File: src/rtl/strawman_pkg.sv
// Shared definitions for the strawman link receive path: command and error
// encodings, header field positions, decoder states and burst sizing.
package strawman_pkg;

    localparam logic [2:0] CMD_RD_REQ  = 3'b000;
    localparam logic [2:0] CMD_WR_REQ  = 3'b001;
    localparam logic [2:0] CMD_RD_RESP = 3'b010;

    localparam int HDR_EXT_BIT     = 0;
    localparam int HDR_VALID_BIT   = 1;
    localparam int HDR_CMD_LSB     = 2;
    localparam int HDR_LEN_LSB     = 5;
    localparam int HDR_F1_LSB      = 8;
    localparam int HDR_F2_LSB      = 14;
    localparam int HDR_PAYLOAD_LSB = 8;

    localparam logic [1:0] ERR_NONE    = 2'b00;
    localparam logic [1:0] ERR_BAD_CMD = 2'b01;
    localparam logic [1:0] ERR_BAD_LEN = 2'b10;

    typedef enum logic [1:0] {
        ST_IDLE     = 2'b00,
        ST_EXT_ADDR = 2'b01,
        ST_BODY     = 2'b10
    } state_e;

    localparam int BEATS_W = 16;

    // A length code selects a burst of 2^code data words.
    function automatic logic [BEATS_W-1:0] len_to_beats(input logic [2:0] len_code);
        return 16'd1 << len_code;
    endfunction

endpackage

File: src/rtl/strawman_rx_out_stage.sv
// Single output register stage for decoded headers and data words; holds its
// contents while valid and the consumer is not ready.
module strawman_rx_out_stage
    import strawman_pkg::*;
#(
    parameter int WORD_SIZE = 32
) (
    input  logic                 clk,
    input  logic                 rst,
    input  logic                 load,
    input  logic                 hdr_load,
    input  logic [2:0]           hdr_cmd,
    input  logic [2:0]           hdr_len,
    input  logic                 hdr_ext,
    input  logic [WORD_SIZE-1:0] hdr_addr,
    input  logic [5:0]           hdr_f1,
    input  logic [5:0]           hdr_f2,
    input  logic                 data_load,
    input  logic [WORD_SIZE-1:0] data_word,
    input  logic                 data_last,
    input  logic                 out_ready,
    output logic                 stage_ready,
    output logic                 o_hdr_valid,
    output logic [2:0]           o_cmd,
    output logic [2:0]           o_len,
    output logic                 o_ext,
    output logic [WORD_SIZE-1:0] o_addr,
    output logic [5:0]           o_feature1,
    output logic [5:0]           o_feature2,
    output logic                 o_data_valid,
    output logic [WORD_SIZE-1:0] o_data,
    output logic                 o_data_last
);

    assign stage_ready = !(o_hdr_valid || o_data_valid) || out_ready;

    // Output registers: a load replaces the record, a consume clears the valids.
    always_ff @(posedge clk) begin
        if (rst) begin
            o_hdr_valid  <= 1'b0;
            o_cmd        <= 3'b000;
            o_len        <= 3'b000;
            o_ext        <= 1'b0;
            o_addr       <= '0;
            o_feature1   <= 6'd0;
            o_feature2   <= 6'd0;
            o_data_valid <= 1'b0;
            o_data       <= '0;
            o_data_last  <= 1'b0;
        end else if (load) begin
            o_hdr_valid  <= hdr_load;
            o_data_valid <= data_load;
            if (hdr_load) begin
                o_cmd      <= hdr_cmd;
                o_len      <= hdr_len;
                o_ext      <= hdr_ext;
                o_addr     <= hdr_addr;
                o_feature1 <= hdr_f1;
                o_feature2 <= hdr_f2;
            end
            if (data_load) begin
                o_data      <= data_word;
                o_data_last <= data_last;
            end
        end else if (out_ready) begin
            o_hdr_valid  <= 1'b0;
            o_data_valid <= 1'b0;
        end
    end

endmodule

File: src/rtl/strawman_rx_decoder.sv
// Second-generation strawman receive decoder: parses lightweight and extended
// headers from RX FIFO flits and streams header records and data words out.
module strawman_rx_decoder
    import strawman_pkg::*;
#(
    parameter int DATA_LINE_WIDTH = 40,
    parameter int WORD_SIZE       = 32,
    parameter int MAX_LEN_CODE    = 5,
    parameter int CNT_W           = 6
) (
    input  logic                       clk,
    input  logic                       rst,
    input  logic [DATA_LINE_WIDTH-1:0] i_flit,
    input  logic                       i_flit_valid,
    output logic                       o_flit_ready,
    output logic                       o_hdr_valid,
    output logic [2:0]                 o_cmd,
    output logic [2:0]                 o_len,
    output logic                       o_ext,
    output logic [WORD_SIZE-1:0]       o_addr,
    output logic [5:0]                 o_feature1,
    output logic [5:0]                 o_feature2,
    output logic                       o_data_valid,
    output logic [WORD_SIZE-1:0]       o_data,
    output logic                       o_data_last,
    input  logic                       i_out_ready,
    output logic                       o_err,
    output logic [1:0]                 o_err_code,
    output logic                       o_busy
);

    localparam logic [2:0] MAX_LEN = 3'(MAX_LEN_CODE);

    state_e               state_r;
    logic [CNT_W-1:0]     beats_r;
    logic [2:0]           lat_cmd_r;
    logic [2:0]           lat_len_r;
    logic [5:0]           lat_f1_r;
    logic [5:0]           lat_f2_r;
    logic                 err_r;
    logic [1:0]           err_code_r;

    logic                 accept_s;
    logic                 stage_ready_s;
    logic                 hdr_vld_s;
    logic                 hdr_ext_s;
    logic [2:0]           hdr_cmd_s;
    logic [2:0]           hdr_len_s;
    logic [5:0]           hdr_f1_s;
    logic [5:0]           hdr_f2_s;
    logic [WORD_SIZE-1:0] payload_s;
    logic [WORD_SIZE-1:0] body_word_s;
    logic                 bad_cmd_s;
    logic                 bad_len_s;
    logic [CNT_W-1:0]     hdr_beats_s;
    logic [CNT_W-1:0]     lat_beats_s;

    logic                 ld_hdr_s;
    logic [2:0]           ld_cmd_s;
    logic [2:0]           ld_len_s;
    logic                 ld_ext_s;
    logic [WORD_SIZE-1:0] ld_addr_s;
    logic [5:0]           ld_f1_s;
    logic [5:0]           ld_f2_s;
    logic                 ld_data_s;
    logic [WORD_SIZE-1:0] ld_word_s;
    logic                 ld_last_s;

    assign o_flit_ready = stage_ready_s;
    assign accept_s     = i_flit_valid && stage_ready_s;
    assign hdr_vld_s    = i_flit[HDR_VALID_BIT];
    assign hdr_ext_s    = i_flit[HDR_EXT_BIT];
    assign hdr_cmd_s    = i_flit[HDR_CMD_LSB +: 3];
    assign hdr_len_s    = i_flit[HDR_LEN_LSB +: 3];
    assign hdr_f1_s     = i_flit[HDR_F1_LSB +: 6];
    assign hdr_f2_s     = i_flit[HDR_F2_LSB +: 6];
    assign payload_s    = i_flit[HDR_PAYLOAD_LSB +: WORD_SIZE];
    assign body_word_s  = i_flit[WORD_SIZE-1:0];
    assign bad_cmd_s    = hdr_cmd_s > CMD_RD_RESP;
    assign bad_len_s    = hdr_len_s > MAX_LEN;
    assign hdr_beats_s  = CNT_W'(len_to_beats(hdr_len_s));
    assign lat_beats_s  = CNT_W'(len_to_beats(lat_len_r));
    assign o_err        = err_r;
    assign o_err_code   = err_code_r;
    assign o_busy       = (state_r != ST_IDLE);

    // Decode what the accepted flit loads into the output stage.
    always_comb begin
        ld_hdr_s  = 1'b0;
        ld_cmd_s  = hdr_cmd_s;
        ld_len_s  = hdr_len_s;
        ld_ext_s  = hdr_ext_s;
        ld_addr_s = '0;
        ld_f1_s   = 6'd0;
        ld_f2_s   = 6'd0;
        ld_data_s = 1'b0;
        ld_word_s = body_word_s;
        ld_last_s = 1'b0;
        case (state_r)
            ST_IDLE: begin
                if (accept_s && hdr_vld_s && !bad_cmd_s && !bad_len_s) begin
                    if (!hdr_ext_s) begin
                        ld_hdr_s = 1'b1;
                        if (hdr_cmd_s == CMD_RD_RESP) begin
                            ld_data_s = 1'b1;
                            ld_word_s = payload_s;
                            ld_last_s = (hdr_len_s == 3'd0);
                        end else begin
                            ld_addr_s = payload_s;
                        end
                    end else if (hdr_cmd_s == CMD_RD_RESP) begin
                        ld_hdr_s = 1'b1;
                        ld_f1_s  = hdr_f1_s;
                        ld_f2_s  = hdr_f2_s;
                    end else begin
                        ld_hdr_s = 1'b0;
                    end
                end else begin
                    ld_hdr_s = 1'b0;
                end
            end
            ST_EXT_ADDR: begin
                if (accept_s) begin
                    ld_hdr_s  = 1'b1;
                    ld_cmd_s  = lat_cmd_r;
                    ld_len_s  = lat_len_r;
                    ld_ext_s  = 1'b1;
                    ld_addr_s = body_word_s;
                    ld_f1_s   = lat_f1_r;
                    ld_f2_s   = lat_f2_r;
                end else begin
                    ld_hdr_s = 1'b0;
                end
            end
            ST_BODY: begin
                if (accept_s) begin
                    ld_data_s = 1'b1;
                    ld_last_s = (beats_r == CNT_W'(1));
                end else begin
                    ld_data_s = 1'b0;
                end
            end
            default: begin
                ld_hdr_s  = 1'b0;
                ld_data_s = 1'b0;
            end
        endcase
    end

    // Decoder FSM: state, remaining beats, latched extended fields, error pulse.
    always_ff @(posedge clk) begin
        if (rst) begin
            state_r    <= ST_IDLE;
            beats_r    <= '0;
            lat_cmd_r  <= 3'b000;
            lat_len_r  <= 3'b000;
            lat_f1_r   <= 6'd0;
            lat_f2_r   <= 6'd0;
            err_r      <= 1'b0;
            err_code_r <= ERR_NONE;
        end else begin
            err_r      <= 1'b0;
            err_code_r <= ERR_NONE;
            if (accept_s) begin
                case (state_r)
                    ST_IDLE: begin
                        if (!hdr_vld_s) begin
                            state_r <= ST_IDLE;
                        end else if (bad_cmd_s) begin
                            err_r      <= 1'b1;
                            err_code_r <= ERR_BAD_CMD;
                        end else if (bad_len_s) begin
                            err_r      <= 1'b1;
                            err_code_r <= ERR_BAD_LEN;
                        end else if (!hdr_ext_s) begin
                            if (hdr_cmd_s == CMD_WR_REQ) begin
                                beats_r <= hdr_beats_s;
                                state_r <= ST_BODY;
                            end else if (hdr_cmd_s == CMD_RD_RESP && hdr_len_s != 3'd0) begin
                                // Word 0 already travelled in the header payload.
                                beats_r <= hdr_beats_s - CNT_W'(1);
                                state_r <= ST_BODY;
                            end else begin
                                state_r <= ST_IDLE;
                            end
                        end else begin
                            lat_cmd_r <= hdr_cmd_s;
                            lat_len_r <= hdr_len_s;
                            lat_f1_r  <= hdr_f1_s;
                            lat_f2_r  <= hdr_f2_s;
                            if (hdr_cmd_s == CMD_RD_RESP) begin
                                beats_r <= hdr_beats_s;
                                state_r <= ST_BODY;
                            end else begin
                                state_r <= ST_EXT_ADDR;
                            end
                        end
                    end
                    ST_EXT_ADDR: begin
                        if (lat_cmd_r == CMD_WR_REQ) begin
                            beats_r <= lat_beats_s;
                            state_r <= ST_BODY;
                        end else begin
                            state_r <= ST_IDLE;
                        end
                    end
                    ST_BODY: begin
                        beats_r <= beats_r - CNT_W'(1);
                        if (beats_r == CNT_W'(1)) begin
                            state_r <= ST_IDLE;
                        end
                    end
                    default: state_r <= ST_IDLE;
                endcase
            end
        end
    end

    strawman_rx_out_stage #(
        .WORD_SIZE (WORD_SIZE)
    ) u_out_stage (
        .clk          (clk),
        .rst          (rst),
        .load         (accept_s),
        .hdr_load     (ld_hdr_s),
        .hdr_cmd      (ld_cmd_s),
        .hdr_len      (ld_len_s),
        .hdr_ext      (ld_ext_s),
        .hdr_addr     (ld_addr_s),
        .hdr_f1       (ld_f1_s),
        .hdr_f2       (ld_f2_s),
        .data_load    (ld_data_s),
        .data_word    (ld_word_s),
        .data_last    (ld_last_s),
        .out_ready    (i_out_ready),
        .stage_ready  (stage_ready_s),
        .o_hdr_valid  (o_hdr_valid),
        .o_cmd        (o_cmd),
        .o_len        (o_len),
        .o_ext        (o_ext),
        .o_addr       (o_addr),
        .o_feature1   (o_feature1),
        .o_feature2   (o_feature2),
        .o_data_valid (o_data_valid),
        .o_data       (o_data),
        .o_data_last  (o_data_last)
    );

endmodule

File: config.mk
export PLATFORM = sky130hd
export DESIGN_NAME = strawman_rx_decoder
export DESIGN_NICKNAME = d
export VERILOG_FILES = /design/src/rtl/strawman_pkg.sv /design/src/rtl/strawman_rx_out_stage.sv /design/src/rtl/strawman_rx_decoder.sv
export SDC_FILE = /design/constraint.sdc
export NUM_CORES = 1
export LEC_CHECK = 0
export CAP_MARGIN = 20
export CELL_PAD_IN_SITES_DETAIL_PLACEMENT = 0
export CELL_PAD_IN_SITES_GLOBAL_PLACEMENT = 1
export CORE_MARGIN = 2
export CORE_UTILIZATION = 46
export DETAILED_ROUTE_END_ITERATION = 10
export DONT_BUFFER_PORTS = 1
export PLACE_DENSITY_LB_ADDON = 0.1
export SETUP_SLACK_MARGIN = 0.5
export SLEW_MARGIN = 20
export SYNTH_ARGS = -nofsm -noshare
export SYNTH_HDL_FRONTEND = slang
export SYNTH_SLANG_ARGS = --single-unit
File: constraint.sdc
create_clock -name clk -period 3.3 [get_ports clk]
set_input_delay 0.66 -clock clk [delete_from_list [all_inputs] [get_ports clk]]
set_output_delay 0.66 -clock clk [all_outputs]
set_load 0.1 [all_outputs]
==> run metrics <==
total gr overflow 0; Sw Share 0.315; crit path launch type flop; most frequent cell after synthesis dfxtp_1; mux share of post-synthesis cell area 0.0419; clock root buffer clkbuf_16; Residual DRC 0; Synth top area share 0.436; Slew Viols, Final 0; area grow syn2layout 13.9%; die area between 10000 and 15000 sq um; largest net degree at the start of global routing 117; first-pass GRT wire length 25.6 mm; Tcrit/Tclk final 0.754; DRT Pass-1 Iters 5; DRT iter0 DRCs 454; worst-path fanout max 34; minimum clock period after layout 2490 ps; Initial Util 0.467; PnR worst setup slack ~800 ps; DIE WIDTH 111 um; clk_lat worst skew about 420 ps; post-DP HPWL 11.0 mm; complex-gate fraction of the synthesized area 0.213; ratio of cells with drive above 1 in the final layout 0.0974; asr flop ratio synth 0; largest family of logic cells by synthesized area simple AND/OR/NAND/NOR gates; Core Region roughly 11000 sq um; EDFF count, synth 0; hold_buf cts 0; input/output buffers 0; WS Path Type flop to flop; Max Freq 0.402 GHz; outcome completed; Clock Skew between 5 and 6 ps; Synth Area in Adders 0.0142; P per Cell Area 720 nW/um^2; Clock Power Share 0.468; wire length per cell around 22 um; Power Internal 0.00297 W; xor/xnor share of the synthesized area 0.00828; hold path cells 1; CP required 3620 ps; Sw Pwr 0.00137 W; Worst-Margin Slew 1060 ps; Global Route Usage Sum 0.267; setup TNS 0 ps; Final GP Congestion 0.913; ranking of synthesized cells by area dfxtp_1, nor2_1, a221oi_1; antenna-violating nets left 0; max_cap viols 0; io pins 135; Reg2Reg Depth 8; htree depth 4; top cells by count, synth dfxtp_1, nor2_1, nor3_1, clkbuf_1, a221oi_1; Die Ht between 100 and 150 um; # nets final 643; CTS resizes 0; Crit. End Element flop; RSZ-0062 raised after global routing no; Ys Warns 0; dominant cell type by area after synthesis dfxtp_1; maximum vdd ir drop 0.566 mV; final setup violation count 0; Worst slew margin 0.292; final number of hold-violating endpoints 0; Avg Cell Area, Syn 8.50 sq um; Post-synth top flop dfxtp_1; Seq pwr share 0.450; post-synthesis simple-gate area fraction 0.226; Hold WC Path Type input pin to flop; dpl ws 567 ps; vias per inst 6.41; ANT cells 0; Overall Power about 0.0043 W; CP arrival 2810 ps; Combinational Power Share 0.082; Post-CTS Setup Bufs 0; Mapped Cells 622; cts bufs inserted 17; Seq/Total Area, Yosys 0.436; TritonCTS clock tree done; Worst-path clk slew 50 ps; vias in the first global route approximately 4500; initial antenna violation count 0; flops & latches, synth 115; Post-Syn Nets 672; CTS Sinks approximately 120; P_leak 2.19 nW; Netlist Area Pre-Place 5290 sq um; vias 4801; clock buffer depth 2; final WL ~17 mm; Synth cell types 56; std cell rows 39
critical path, cell delays in order, from the launching register on:
cell and delay [ps]:
dfxtp_1 320, inv_1 100, ha_1 220, nand2_1 150
or4_4 700, a21oi_4 180, buf_4 340, nor2_1 80
a211oi_1 270
per-stage QoR:
| stage | utilization | hold WS [ps] | instance area [sq um] | instances |
|---|---|---|---|---|
| after floorplan | - | 463 | 5300 | 622 |
| after global placement | 0.471 | 475 | 5340 | 716 |
| after detailed placement | 0.471 | 484 | 5340 | 716 |
| after CTS | 0.530 | 303 | 5990 | 748 |
| after global routing | 0.532 | 301 | 6020 | 749 |
| final | 0.532 | 330 | 6020 | 749 |
area by class of cell:
type | instances | area (sq um)
fillers | 1069 | 5300
repair buffers | 14 | 138
inverters | 11 | 41.3
clock inverters | 13 | 206
flip-flops and latches | 115 | 2300
clock buffers | 19 | 453
multi-input cells | 434 | 2700
well taps | 143 | 179
cell usage in the layout, fill, tap and decap left out, types with 5 or more instances in the layout:
master and count:
a211oi_1 32, clkinvlp_4 5, buf_4 12, or3_1 26, nor2_1 112, dfxtp_1 115
a221oi_1 47, o21ai_0 27, ha_1 5, bufinv_16 5, inv_1 11, a21oi_1 12
nand2_1 19, mux2i_1 21, nor3_1 57, clkbuf_16 17
metal layers:
| layer | up-vias | wire, um | track usage |
|---|---|---|---|
| li1 | 2232 | - | - |
| met1 | 2308 | 6680 | 0.323 |
| met2 | 221 | 7790 | 0.420 |
| met3 | 40 | 1580 | 0.0979 |
| met4 | 0 | 596 | 0.125 |
| met5 | - | 0 | 0 |
path summary, 6_finish.rpt:
check / end / slack, ps / startpoint
min: u_out_stage.o_addr[16] / 330 / rst
max reg2reg: u_out_stage.o_data[13] / 810 / state_r[0]
max: u_out_stage.o_data[13] / 810 / state_r[0]
min reg2reg: beats_r[3] / 500 / beats_r[3]
registers in the layout, summed over array words and instances (netlist names):
register                  count
o_err                         1
lat_f1_r                      6
o_err_code                    2
u_out_stage.o_data_last       1
state_r                       2
u_out_stage.o_len             3
u_out_stage.o_addr           32
beats_r                       6
u_out_stage.o_hdr_valid       1
u_out_stage.o_data_valid      1
u_out_stage.o_data           32
lat_len_r                     3
u_out_stage.o_feature2        6
lat_f2_r                      6
u_out_stage.o_cmd             3
lat_cmd_r                     3
u_out_stage.o_feature1        6
u_out_stage.o_ext             1
power by group through the flow:
stage / clock [W] / combinational, W / sequential (W)
6_report: 0.00203 / 0.000357 / 0.00195
5_1_grt: 0.00212 / 0.000395 / 0.00196
4_1_cts: 0.00206 / 0.000353 / 0.00195
3_5_place_dp: 0 / 0.000351 / 0.00198
3_3_place_gp: 0 / 0.000345 / 0.00198
2_1_floorplan: 0 / 0.000309 / 0.00197
kinds of logic after synthesis:
group	after synthesis
simple gates	250
fa+ha+maj	6
buf+inv	73
xor+xnor	5
flops	115
mux	22
compound gates	151
No activity file was read; power rests on OpenSTA's default activity.
